### config.mk
export PLATFORM = sky130hd
export DESIGN_NAME = out_mem_reader
export DESIGN_NICKNAME = d
export VERILOG_FILES = /design/src/rtl/out_mem_reader.sv
export SDC_FILE = /design/constraint.sdc
export NUM_CORES = 1
export LEC_CHECK = 0
export BUFFER_PORTS_ARGS = -buffer_cell sky130_fd_sc_hd__clkbuf_2
export CAP_MARGIN = 5
export CORE_MARGIN = 2
export CORE_UTILIZATION = 52
export DETAILED_ROUTE_END_ITERATION = 6
export GPL_TIMING_DRIVEN = 0
export PLACE_DENSITY_LB_ADDON = 0.3
export SLEW_MARGIN = 20
export SYNTH_ARGS = -nofsm -noshare
export SYNTH_HDL_FRONTEND = slang
export SYNTH_SLANG_ARGS = --single-unit
### constraint.sdc
create_clock -name CLK -period 2.79 [get_ports CLK]
set_input_delay 0.1395 -clock CLK [delete_from_list [all_inputs] [get_ports CLK]]
set_output_delay 0.1395 -clock CLK [all_outputs]
set_load 0.02 [all_outputs]
### src/rtl/out_mem_reader.sv
// out_mem_reader
//   Drains the output SRAM (16 x 64-bit) after the MAC array has written its
//   T x M result matrix. One read is issued per occupied word. Each word is
//   unpacked into four 16-bit lanes, MSB lane first, and the lanes go out as a
//   row-major valid/ready element stream. Columns beyond M are never streamed.
//
//   Optional feature (macro OUT_MEM_READER_ZERO_CHECK_EN):
//     When the macro is defined, padding lanes of every word read are checked.
//     Any nonzero padding lane sets the sticky ERR flag. ERR is cleared by RST
//     or by the next accepted START. When the macro is undefined, ERR is tied
//     low and no compare logic is built.
//
//   Ports
//     CLK, RST            rising-edge clock, asynchronous active-high reset
//     START               begin a drain (accepted in IDLE only)
//     MNT                 M = [11:8], N = [7:4] (unused), T = [3:0]
//     EN_O, ADDR_O        SRAM read enable and address
//     RDATA_O             SRAM read data, valid the cycle after EN_O
//     DOUT, DOUT_VALID,
//     DOUT_READY,
//     DOUT_LAST           element stream; LAST marks element T*M
//     BUSY, DONE          BUSY from accepted START until DONE; DONE is a 1-cycle pulse
//     ERR                 sticky nonzero-padding flag
module out_mem_reader #(
    parameter int AW = 4,
    parameter int DW = 64
) (
    input  logic            CLK,
    input  logic            RST,
    input  logic            START,
    input  logic [11:0]     MNT,
    output logic            EN_O,
    output logic [AW-1:0]   ADDR_O,
    input  logic [DW-1:0]   RDATA_O,
    output logic [DW/4-1:0] DOUT,
    output logic            DOUT_VALID,
    input  logic            DOUT_READY,
    output logic            DOUT_LAST,
    output logic            BUSY,
    output logic            DONE,
    output logic            ERR
);

    localparam int EW = DW / 4;

    typedef enum logic [2:0] {
        S_IDLE,
        S_RD,
        S_WAIT,
        S_SEND,
        S_FIN
    } state_t;

    state_t          state_q, state_d;
    logic [3:0]      m_q, t_q;
    logic [3:0]      m_in, t_in;
    logic [2:0]      row_q;
    logic            word_q;
    logic [1:0]      lane_q;
    logic [DW-1:0]   data_q;
    logic [2:0]      lane_cnt;
    logic            lane_last, word_last, row_last;
    logic            accept, hs;
    logic            unused_n;

    // N is not needed for draining; keep it visibly consumed.
    assign unused_n = ^MNT[7:4];

    // Dimensions above 8 are clamped to the 8x8 array size.
    assign m_in   = (MNT[11:8] > 4'd8) ? 4'd8 : MNT[11:8];
    assign t_in   = (MNT[3:0]  > 4'd8) ? 4'd8 : MNT[3:0];
    assign accept = (state_q == S_IDLE) && START;
    assign hs     = DOUT_VALID && DOUT_READY;

    // Word 0 carries columns 0..3, word 1 carries columns 4..M-1.
    assign lane_cnt  = word_q ? 3'(m_q - 4'd4) : ((m_q > 4'd4) ? 3'd4 : m_q[2:0]);
    assign lane_last = ({1'b0, lane_q} == (lane_cnt - 3'd1));
    assign word_last = word_q || (m_q <= 4'd4);
    assign row_last  = ({1'b0, row_q} == (t_q - 4'd1));

    always_ff @(posedge CLK or posedge RST) begin
        if (RST) state_q <= S_IDLE;
        else     state_q <= state_d;
    end

    always_comb begin
        state_d = state_q;
        case (state_q)
            S_IDLE: begin
                if (START) state_d = ((m_in == 4'd0) || (t_in == 4'd0)) ? S_FIN : S_RD;
            end
            S_RD:   state_d = S_WAIT;
            S_WAIT: state_d = S_SEND;
            S_SEND: begin
                if (hs && lane_last) state_d = (word_last && row_last) ? S_FIN : S_RD;
            end
            S_FIN:  state_d = S_IDLE;
            default: state_d = S_IDLE;
        endcase
    end

    always_ff @(posedge CLK or posedge RST) begin
        if (RST) begin
            m_q    <= '0;
            t_q    <= '0;
            row_q  <= '0;
            word_q <= 1'b0;
            lane_q <= '0;
            data_q <= '0;
        end else begin
            if (accept) begin
                m_q    <= m_in;
                t_q    <= t_in;
                row_q  <= '0;
                word_q <= 1'b0;
                lane_q <= '0;
            end
            if (state_q == S_WAIT) begin
                data_q <= RDATA_O;
                lane_q <= '0;
            end
            if ((state_q == S_SEND) && hs) begin
                if (!lane_last) begin
                    lane_q <= lane_q + 2'd1;
                end else if (!word_last) begin
                    word_q <= 1'b1;
                end else begin
                    word_q <= 1'b0;
                    row_q  <= row_q + 3'd1;
                end
            end
        end
    end

    assign EN_O       = (state_q == S_RD);
    assign ADDR_O     = AW'({row_q, word_q});
    assign DOUT_VALID = (state_q == S_SEND);
    assign DOUT_LAST  = (state_q == S_SEND) && lane_last && word_last && row_last;
    assign BUSY       = (state_q == S_RD) || (state_q == S_WAIT) || (state_q == S_SEND);
    assign DONE       = (state_q == S_FIN);

    always_comb begin
        case (lane_q)
            2'd0:    DOUT = data_q[DW-1      -: EW];
            2'd1:    DOUT = data_q[DW-1-EW   -: EW];
            2'd2:    DOUT = data_q[DW-1-2*EW -: EW];
            default: DOUT = data_q[EW-1:0];
        endcase
    end

`ifdef OUT_MEM_READER_ZERO_CHECK_EN
    logic pad_nz;
    logic err_q;

    // Lanes at or beyond the valid lane count of the word being captured.
    always_comb begin
        pad_nz = 1'b0;
        for (int i = 0; i < 4; i++) begin
            if ((3'(i) >= lane_cnt) && (RDATA_O[DW-1-EW*i -: EW] != '0)) pad_nz = 1'b1;
        end
    end

    always_ff @(posedge CLK or posedge RST) begin
        if (RST)                                err_q <= 1'b0;
        else if (accept)                        err_q <= 1'b0;
        else if ((state_q == S_WAIT) && pad_nz) err_q <= 1'b1;
    end

    assign ERR = err_q;
`else
    assign ERR = 1'b0;
`endif

endmodule

After elaboration in Yosys (flattened, before gate mapping)
Cells that the tools add are included.
{"block": "word_totals", "inputBits": 80, "out_inout_bits": 26, "ff_bits": 81, "elab_cells": 65}
{"block": "classes", "n_eq_ne": 10, "n_mux": 22, "reduce_logical": 17, "n_lt_le_gt_ge": 4, "addsub": 5}
{"op": "one-hot mux 16 bit (3 select lines)", "n": 1}
{"op": "2-to-1 mux 3 bit", "n": 10}
{"op": "one-hot mux 3 bit (4 select lines)", "n": 1}
{"op": "greater-than comparator 4 bit, second input constant", "n": 2}
{"op": "logical AND 1 bit", "n": 8}
{"op": "logical NOT 4 bit", "n": 2}
{"op": "2-to-1 mux 2 bit", "n": 4}
{"op": "2-to-1 mux 4 bit", "n": 2}
{"op": "== test 3 x 2 -> 1 bit, second input constant", "n": 2}
{"op": "== test 3 x 4 -> 1 bit", "n": 1}
{"op": "greater-than comparator 4 x 3 -> 1 bit, second input constant", "n": 1}
{"op": "<= comparator 4 x 3 -> 1 bit, second input constant", "n": 1}
{"op": "logical OR 1 bit", "n": 4}
{"op": "2-to-1 mux 1 bit", "n": 4}
{"op": "subtractor 4 x 1 -> 4 bit, second input constant", "n": 1}
{"op": "adder 3 x 1 -> 3 bit, second input constant", "n": 1}
{"op": "== test 2 x 3 -> 1 bit", "n": 1}
{"op": "== test 3 x 1 -> 1 bit, second input constant", "n": 1}
{"op": "== test 3 bit, second input constant", "n": 1}
{"op": "logical NOT 3 bit", "n": 1}
{"op": "subtractor 3 x 1 -> 3 bit, second input constant", "n": 1}
{"op": "subtractor 3 bit, second input constant", "n": 1}
{"op": "adder 2 x 1 -> 2 bit, second input constant", "n": 1}
{"op": "== test 2 x 1 -> 1 bit, second input constant", "n": 1}
{"op": "other kinds (5)", "n": 5}

Longest topological paths before layout
Gate-level depths: netlist of the first run.
{"block": "logic_depth", "depth_word": 8, "depth_mapped": 7, "depth_no_buf": 7}

Worst setup path before layout of the first run
No wires, ideal clock.
{"block": "synth_path", "path_kind": "register to register", "start": "register m_q[2]", "end": "register lane_q[1]", "setup_ps": 125, "synth_period_minus_slack_ps": 2126, "arrival_ps": 2001, "required_ps": 2665, "setup_slack_ps": 664, "path_stages_with_launch": 8, "path_buffers": 0, "path_cell_list": "dfrtp_1 -> o21bai_1 -> nand2_1 -> ha_1 -> a21o_1 -> a221oi_4 -> nand3b_4 -> mux2_4"}
{"block": "synth_between", "elab_chain_cells": 7, "word_cells_on_any_way": 8, "classes_between": "2 x add/sub; 1 x order compare; 1 x eq/ne; 4 x mux"}
{"element": "start, declared", "line": "55", "source": "logic [3:0] m_q, t_q;"}
{"element": "start signal, assigned", "line": "112", "source": "m_q <= m_in;"}
{"element": "greater-than comparator 4 x 3 -> 1 bit", "line": "76", "source": "assign lane_cnt = word_q ? 3'(m_q - 4'd4) : ((m_q > 4'd4) ? 3'd4 : m_q[2:0]);"}
{"element": "2-to-1 mux 3 bit", "line": "76"}
{"element": "2-to-1 mux 3 bit *", "line": "76"}
{"element": "subtractor 3 x 1 -> 3 bit *", "line": "77", "source": "assign lane_last = ({1'b0, lane_q} == (lane_cnt - 3'd1));"}
{"element": "== test 2 x 3 -> 1 bit *", "line": "77"}
{"element": "2-to-1 mux 2 bit *", "line": "123", "source": "if (!lane_last) begin"}
{"element": "2-to-1 mux 2 bit *", "line": "122", "source": "if ((state_q == S_SEND) && hs) begin"}
{"element": "end signal, assigned", "line": "124", "source": "lane_q <= lane_q + 2'd1;"}
{"element": "end, declared", "line": "59", "source": "logic [1:0] lane_q;"}
Mark *: on every way between the ends. The rest lies on a longest branch, timed or not.
A chain may end at the register's enable or synchronous reset.

Final worst setup path of the first run
{"block": "layout_path", "start": "register m_q[2]", "end": "output DOUT_LAST"}
{"block": "layout_between", "elab_chain_cells": 8, "word_cells_on_any_way": 11, "classes_between": "2 x add/sub; 2 x order compare; 1 x eq/ne; 2 x mux; 4 x reduce/logical"}
{"element": "greater-than comparator 4 x 3 -> 1 bit", "line": "76"}
{"element": "2-to-1 mux 3 bit (2 in series)", "line": "76"}
{"element": "subtractor 3 x 1 -> 3 bit", "line": "77"}
{"element": "== test 2 x 3 -> 1 bit", "line": "77"}
{"element": "logical AND 1 bit", "line": "138", "source": "assign DOUT_LAST = (state_q == S_SEND) && lane_last && word_last && row_last;"}
{"element": "logical AND 1 bit * (2 in series)", "line": "138"}
{"element": "end, declared", "line": "38", "source": "output logic DOUT_LAST,"}
Marked as above.

==> results.yml, run 1 <==
power_and_ir_drop:
  cellPowerDensity_mw_per_mm2: 1130
  peakVddDrop_v: 0.000646
  p_leak_nw: 2.78
  p_total_mw: 6.03
run:
  cap_violations: 0
worst_setup_path:
  cp_slowest_stage_delay_ps: 420
  worstPathArrival_ps: 2500
  r2r_end: "lane_q[1]"
  r2r_start: "m_q[2]"
  crit_chain: "o21bai_1 -> nand2_1 -> ha_1 -> a21o_1 -> a221oi_4 -> and3_2 -> clkbuf_2"
  ff2ff_setup_slack_ps: 420
  start_kind: "register"
  crit_family: "compound AO/OA/AOI/OAI gates"
  cp_num_buf_inv: 1
  cp_max_fo: 8
  cp.required_ps: 2650
  r2r_cells: 7
  crit_slowest_cell: "a221oi_4"
  endpoint_kind: "primary output"
  path_class: "register to primary output"
drt:
  vias_per_cell: 5.28
  drtIter0Drc: 446
  wire_per_inst_um: 15.5
  finalWirelength_mm: 10.8
  via_count: 3688
  drc: 0
  ant_nets: 0
  dr.pass1.iters: 5
sta:
  relSlewSlack_pct: 61.8
  finClkSkew_ps: 13.8
  fmax_mhz: 379
  worst_slew_pin_slew_ps: 574
  whs_ps: 8.26
  period_share_pct: 94.6
  final_max_slew_viol_count: 0
  post-route-min-period_ps: 2640
  fin_tns_setup_ps: 0
  setup_violations: 0
  layout_setup_ws_ps: 152
  hold_viol: 0
  rsz0062_at_grt: "no"
placed_design:
  placed_area_mm2: 0.00451
  gp_congestion: 0.813
  post-place-ws_ps: 435
  port_buffers: 100
  dpl.hpwl_mm: 6.97
  dp.cells: 625
final_layout:
  drive_gt1_share_pct: 21.9
  stdcell_count: 698
  nFillCells: 500
  utilization_pct: 74.2
  regArea_mm2: 0.00203
  fin_area_mm2: 0.00535
  multiInputGateArea_mm2: 0.00165
  area_growth_pct: 39.0
  diodes: 0
  fin_nets: 681
floorplan:
  pin_count: 106
  start_util_pct: 53.4
  core_area_mm2: 0.00721
  chipWidth_um: 90.1
  die_h_um: 90.1
  num_rows: 31
  dieArea_mm2: 0.00811
synth:
  synth-seq-cells: 81
  synth_top_area_cell: "dfrtp_1"
  yosysTopAreaCellShare_pct: 52.6
  synth_flop_cell: "dfrtp_1"
  syn_inst: 425
  syn-num-nets: 512
  netlist_top_cells_area: "dfrtp_1 (53%), nand2_1 (17%), mux2i_1 (4.9%), a222oi_1 (4.2%), o21ai_0 (3.0%)"
  async_flop_share_pct: 100
  ys_warn_count: 0
  avgSynthCellArea_um2: 9.06
  yosys.cell_types.count: 40
  syn-cell-area_mm2: 0.00385
  synth_edf_count: 0
  yosysSeqAreaShare_pct: 52.6
clock_tree:
  clkSlewWorstSetupHoldPaths_ps: 90
  clk_latency_ps: 360
  htree_levels: 3
  clockBufferDepth: 2
  clkSinkCount: 81
  clockRootBuffer: "clkbuf_8"
  cts_tree: "yes"
  cts_made_buffers: 9
min_path:
  min_delay_worst_endpoint: "data_q[9]"
  min_from: "RDATA_O[9]"
  worst_hold_path_type: "primary input to register"
  hold_depth: 3
global_route:
  grt_overflow_total: 0
  grt_antenna_before_repair: 0
  first_global_vias: 3799
  grt_pass1_wl_mm: 17.8
  track_usage_pct: 27.6
  grt_max_degree: 56
status:
  status: "completed"
what timing repair did:
item,4_1_cts,5_1_grt
endpoints found under the hold margin,81,1
setup buffers,0,0
hold buffers,56,1
setup endpoints to repair,0,2
gates resized for setup,0,2
cell families after synthesis:
| group | count (synthesis) | synth area share [%] |
|---|---|---|
| simple gates | 212 | 23.1 |
| flops | 81 | 52.6 |
| compound gates | 51 | 10.0 |
| buf+inv | 45 | 4.58 |
| mux | 22 | 5.91 |
| fa+ha+maj | 7 | 2.27 |
| xor+xnor | 6 | 1.36 |
| other cells | 1 | 0.0974 |
state kept, by name, indices dropped and copies added, names as in the netlist:
register and flops:
m_q 4, lane_q 2, word_q 1, t_q 4, row_q 3, data_q 64
state_q 3
worst max path at each step:
stage,cells after the start,slack [ps],startpoint,end
CTS,7,140,m_q[2],DOUT_LAST
floorplan,1,570,RST,data_q[0]
global placement,2,-310,RST,state_q[1]
detailed placement,7,440,m_q[2],lane_q[1]
finish,7,150,m_q[2],DOUT_LAST
global route,7,10,m_q[2],DOUT_LAST
routing by layer:
metal,track usage [%],share of wire [%],up-vias
met1,33.3,40,1731
met4,11.5,2.9,0
met2,48.5,51,192
li1,-,-,1736
met3,5.36,6.8,29
met5,0,0,-
worst register-to-register path: cells and delay by family, from the launching register on:
kind,cells,cell delay [ps]
and+or+nand+nor,2,350
adders and majority gates,1,230
AOI/OAI and AO/OA,3,980
muxes,1,300
DFF,1,410
synthesized netlist by cell type (4+ instances only):
library cell,n
o21ai_0,23
dfrtp_1,81
clkbuf_1,17
nand2_1,176
nor2_1,5
buf_1,4
inv_1,22
ha_1,7
nand3_1,4
mux2i_1,19
a222oi_1,16
nand2b_1,6
cell type report:
type | instances | area share (%)
Inverter | 22 | 1.59
Clock inverter | 6 | 2.57
Sequential cell | 81 | 37.9
Multi-Input combinational cell | 299 | 30.8
Tap cell | 99 | 2.31
Clock buffer | 10 | 2.57
Buffer | 23 | 1.78
Timing Repair Buffer | 158 | 20.5
power breakdown:
| part | switching [mW] | internal (mW) |
|---|---|---|
| clock network | 0.437 | 0.714 |
| logic | 1.72 | 1.07 |
| registers | 0.359 | 1.73 |
cells in the final DEF (no fill, tap or decap), drive strengths merged, types with 4 or more instances in the layout:
cell         count
inv             23
a222oi          16
bufinv           4
clkbuf         127
mux2i           19
nand2          176
nand3            4
dlygate4sd3     57
nor2             5
and3             4
ha               7
o21ai           23
nand2b           6
buf              7
dfrtp           81
(Power assumes the default switching activity.)
==> run 2: changes to the inputs <==
- RECOVER_POWER: unset -> 25
==> run 2 against run 1 <==
The flow now finishes with violations (DRC). Via count about the same. Sequential share of layout area rose by 0.18 points. Highest routed layer unchanged. Cell count is the same. Combinational power about the same. Register-to-register slack hardly changed. Critical path depth did not move. Global-route usage is the same. Critical path type unchanged.
==> results.yml, run 2 (synthesis results as in run 1) <==
status:
  status: "complete, but fails checks"
  violations: "DRC"
drt:
  drc: 10
  dr.pass1.iters: 7
  wire_per_inst_um: 15.5
  via_count: 3690
  vias_per_cell: 5.29
  drtIter0Drc: 460
  finalWirelength_mm: 10.8
  ant_nets: 0
worst_setup_path:
  r2r_end: "lane_q[1]"
  cp.required_ps: 2650
  cp_slowest_stage_delay_ps: 420
  worstPathArrival_ps: 2500
  cp.depth: 7
  ff2ff_setup_slack_ps: 420
  start_kind: "register"
  crit_chain: "o21bai_1 -> nand2_1 -> ha_1 -> a21o_1 -> a221oi_4 -> and3_2 -> clkbuf_2"
  cp_max_fo: 8
  crit_family: "compound AO/OA/AOI/OAI gates"
  r2r_cells: 7
  endpoint_kind: "primary output"
  cp_num_buf_inv: 1
  path_class: "register to primary output"
  r2r_start: "m_q[2]"
  crit_slowest_cell: "a221oi_4"
min_path:
  hold_depth: 3
  min_delay_worst_endpoint: "data_q[1]"
  min_from: "RDATA_O[1]"
  worst_hold_path_type: "primary input to register"
power_and_ir_drop:
  pwr-share-seq_pct: 34.7
  p_comb_share_pct: 46.2
  peakVddDrop_v: 0.000646
  p_leak_nw: 2.77
  netSwitchingFraction_pct: 41.7
  p_sw_mw: 2.52
  cellPowerDensity_mw_per_mm2: 1130
  internal_power_mw: 3.51
  clock_power_share_pct: 19.1
sta:
  setup_violations: 0
  worst_slew_pin_slew_ps: 1230
  rsz0062_at_grt: "no"
  post-route-min-period_ps: 2640
  relSlewSlack_pct: 17.8
  final_max_slew_viol_count: 0
  fmax_mhz: 379
  period_share_pct: 94.6
  hold_viol: 0
  finClkSkew_ps: 10.7
floorplan:
  chipWidth_um: 90.1
  start_util_pct: 53.4
  num_rows: 31
  die_h_um: 90.1
  pin_count: 106
  core_area_mm2: 0.00721
  dieArea_mm2: 0.00811
final_layout:
  top_regs: "data_q: 64 flops, m_q: 4 flops, t_q: 4 flops"
  fin_nets: 681
  nFillCells: 504
  fin_area_mm2: 0.00533
  stdcell_count: 698
  drive_gt1_share_pct: 21.7
  area_growth_pct: 38.3
  utilization_pct: 73.8
  top_register: "data_q"
  layout_commonest_cell: "nand2_1"
  diodes: 0
  layout_common_cells: "nand2_1 (176), clkbuf_2 (100), dfrtp_1 (81)"
  largest_reg_flops: 64
global_route:
  grt_overflow_total: 0
  grt_antenna_before_repair: 0
  track_usage_pct: 27.6
  first_global_vias: 3799
  grt_max_degree: 56
  grt_pass1_wl_mm: 17.8
clock_tree:
  clkSinkCount: 81
  cts_made_buffers: 9
  cts_tree: "yes"
  clockBufferDepth: 2
  clk_latency_ps: 360
  clockRootBuffer: "clkbuf_8"
  clkSlewWorstSetupHoldPaths_ps: 90
  htree_levels: 3
placed_design:
  placed_area_mm2: 0.00451
  port_buffers: 100
  gp_congestion: 0.813
  dpl.hpwl_mm: 6.97
  dp.cells: 625
run:
  cap_violations: 0
-- run 2: final cells by class --
class / instances / area [um2] / share of cell area, %
clock buffers: 10 / 138 / 2.58
inverters: 22 / 83.8 / 1.57
clock inverters: 6 / 138 / 2.58
well taps: 99 / 124 / 2.33
multi-input cells: 299 / 1650 / 30.9
plain buffers: 23 / 95.1 / 1.78
repair buffers: 158 / 1070 / 20.2
flip-flops and latches: 81 / 2030 / 38.0
-- run 2: through the flow --
stage / hold WS (ps) / TNS [ps] / setup slack (ps) / total power, mW
6_report: 9.16 / 0 / 150 / 6.03
5_1_grt: 15.2 / 0 / 10.2 / 6.43
4_1_cts: 1.18 / 0 / 144 / 5.98
3_5_place_dp: 140 / 0 / 435 / 4.77
3_3_place_gp: 332 / -24600 / -309 / 4.64
2_1_floorplan: 245 / 0 / 570 / 3.93
-- run 2: routing by layer --
metal | vias to the layer above | wire length, um | GRT usage (%)
met3 | 33 | 748 | 5.36
met2 | 176 | 5470 | 48.5
met1 | 1741 | 4290 | 33.3
met4 | 0 | 333 | 11.5
li1 | 1740 | - | -
met5 | - | 0 | 0
-- run 2: repair_timing --
action / 4_1_cts / 5_1_grt
setup endpoints to repair: 0 / 2
resized for setup: 0 / 2
hold endpoints to repair: 81 / 1
hold buffers: 56 / 1
buffers inserted: 0 / 0
-- run 2: worst min-delay path: stages --
cell,delay [ps]
clkbuf_2,80
nand2_1,40
o21ai_0,70
-- run 2: worst max path at each step --
stage	startpoint	end	slack, ps
floorplan	RST	data_q[0]	570
global placement	RST	state_q[1]	-310
detailed placement	m_q[2]	lane_q[1]	440
CTS	m_q[2]	DOUT_LAST	140
global route	m_q[2]	DOUT_LAST	10
finish	m_q[2]	DOUT_LAST	150
-- run 2: power groups by stage --
stage / sequential [mW] / combinational [mW] / clock [mW]
CTS: 2.07 / 2.75 / 1.16
detailed placement: 2.09 / 2.67 / 0
global placement: 2.06 / 2.58 / 0
global route: 2.15 / 3.07 / 1.22
finish: 2.09 / 2.79 / 1.15
floorplan: 2.01 / 1.92 / 0
==> run 3: changes to the inputs <==
- CORE_UTILIZATION: 52 -> 47
- clock period: 2.79 -> 2.25 ns (I/O delays scaled with it)
==> run 3 against run 2 <==
The run still ends with DRC left. Sequential share of layout area fell by 1.6 points. Design area grew 4.6%. Via count rose by 0.60%. Flip-flop and latch count unchanged. Hold slack worse by 5.7 ps. Core utilization shrank 5.0 points. Combinational power is 37% higher. Highest routed layer unchanged. Critical endpoint unchanged.
==> results.yml, run 3 (synthesis results as in run 1) <==
power_and_ir_drop:
  peakVddDrop_v: 0.000653
  pwr-share-seq_pct: 34.1
  internal_power_mw: 4.37
  netSwitchingFraction_pct: 42.8
  p_sw_mw: 3.27
  cellPowerDensity_mw_per_mm2: 1370
  p_comb_share_pct: 49.8
  clock_power_share_pct: 16.1
  p_leak_nw: 2.85
drt:
  drtIter0Drc: 277
  drc: 5
  finalWirelength_mm: 11.0
  dr.pass1.iters: 7
  wire_per_inst_um: 15.3
  vias_per_cell: 5.15
  ant_nets: 0
  via_count: 3712
placed_design:
  gp_congestion: 0.837
  port_buffers: 100
  dpl.hpwl_mm: 7.16
  placed_area_mm2: 0.00451
worst_setup_path:
  crit_slowest_cell: "dfrtp_1"
  cp.required_ps: 2140
  worstPathArrival_ps: 2080
  start_kind: "register"
  crit_chain: "o21bai_4 -> nand2_2 -> ha_4 -> a21o_1 -> a221oi_4 -> and3_4 -> buf_6"
  cp_max_fo: 4
  path_class: "register to primary output"
  cp_slowest_stage_delay_ps: 440
  r2r_cells: 8
  endpoint_kind: "primary output"
sta:
  fmax_mhz: 456
  worst_slew_pin_slew_ps: 1080
  post-route-min-period_ps: 2190
  finClkSkew_ps: 14.6
  relSlewSlack_pct: 27.3
  period_share_pct: 97.5
  final_max_slew_viol_count: 0
  rsz0062_at_grt: "yes"
  hold_viol: 0
  setup_violations: 0
clock_tree:
  clockBufferDepth: 2
  clockRootBuffer: "clkbuf_8"
  cts_made_buffers: 9
  clk_latency_ps: 360
  clkSinkCount: 81
  cts_tree: "yes"
  clkSlewWorstSetupHoldPaths_ps: 90
  htree_levels: 3
final_layout:
  utilization_pct: 68.8
  fin_nets: 698
  top_register: "data_q"
  area_growth_pct: 44.6
  diodes: 0
  top_regs: "data_q: 64 flops, m_q: 4 flops, t_q: 4 flops"
  fin_area_mm2: 0.00557
  largest_reg_flops: 64
  layout_commonest_cell: "nand2_1"
  layout_common_cells: "nand2_1 (174), clkbuf_2 (98), dfrtp_1 (80)"
  drive_gt1_share_pct: 25.0
global_route:
  first_global_vias: 3581
  grt_max_degree: 59
  track_usage_pct: 25.4
  grt_pass1_wl_mm: 17.2
  grt_antenna_before_repair: 0
  grt_overflow_total: 0
floorplan:
  start_util_pct: 47.6
  die_h_um: 94.5
  dieArea_mm2: 0.00893
  core_area_mm2: 0.00809
  pin_count: 106
  num_rows: 33
  chipWidth_um: 94.5
min_path:
  worst_hold_path_type: "primary input to register"
  hold_depth: 3
status:
  status: "complete, but fails checks"
  violations: "DRC"
run:
  cap_violations: 0
## run 3: cell count changes in the layout (fill, tap and decap cells not counted), sizes merged
cell	previous run	this run
clkinvlp	1	2
inv	22	25
bufinv	4	2
buf	7	18
dlygate4sd3	57	68
clkbuf	127	121
clkinv	1	0
## run 3: power groups by stage
stage               Clock (mW)  Combinational [mW]  Sequential [mW]
floorplan                    0                2.38             2.50
global placement             0                3.20             2.57
detailed placement           0                3.33             2.60
CTS                       1.24                3.58             2.59
global route              1.31                4.18             2.68
finish                    1.23                3.81             2.60
## run 3: layout make-up
type / instances / area (um2)
timing repair buffer: 176 / 1250
clock inverter: 7 / 105
inverter: 22 / 86.3
clock buffer: 9 / 124
tap: 105 / 131
buffer: 22 / 113
sequential: 81 / 2030
multi-input combinational: 299 / 1730
fill: 627 / 2520
## run 3: critical path: cells and delay by family, from the launching register on
family	cells	cell delay, ps
AOI/OAI and AO/OA	3	690
buffers and inverters	1	110
DFF	1	440
and+or+nand+nor	2	320
adders and majority gates	1	160
## run 3: what timing repair did
action                     CTS  global route
buffers inserted             4             3
resized for setup           15            22
hold buffers                68             0
hold endpoints to repair    90             0
setup endpoints to repair   19             8
pin swaps                    3             7
## run 3: worst paths after layout
| path | end | slack [ps] | start |
|---|---|---|---|
| min in group asynchronous | m_q[2] | 480 | RST |
| max reg2reg | lane_q[1] | 110 | m_q[2] |
| max | DOUT_LAST | 60 | m_q[2] |
| min reg2reg | data_q[51] | 480 | data_q[51] |
| min | m_q[2] | 3 | MNT[10] |
| max in group asynchronous | lane_q[0] | 370 | RST |
## run 3: metal layers
layer	part of all wire, %	GRT usage [%]	wire [um]	vias to the layer above
met5	0	0	0	-
met4	1.2	8.33	131	0
met2	52	43.7	5690	150
li1	-	-	-	1769
met1	40	31.9	4440	1781
met3	7.1	5.67	786	12
## run 3: stage by stage
step / setup slack, ps / hold slack [ps] / cells / power (mW) / TNS, ps
after floorplan: 57.4 / 218 / 425 / 4.87 / 0
after global placement: -893 / 306 / 630 / 5.78 / -71970
after detailed placement: -88.4 / 99.1 / 631 / 5.93 / -115
after CTS: 4.47 / 2.39 / 718 / 7.40 / 0
after global routing: -52.7 / 13.3 / 721 / 8.17 / -75.0
final: 55.8 / 3.48 / 721 / 7.64 / 0
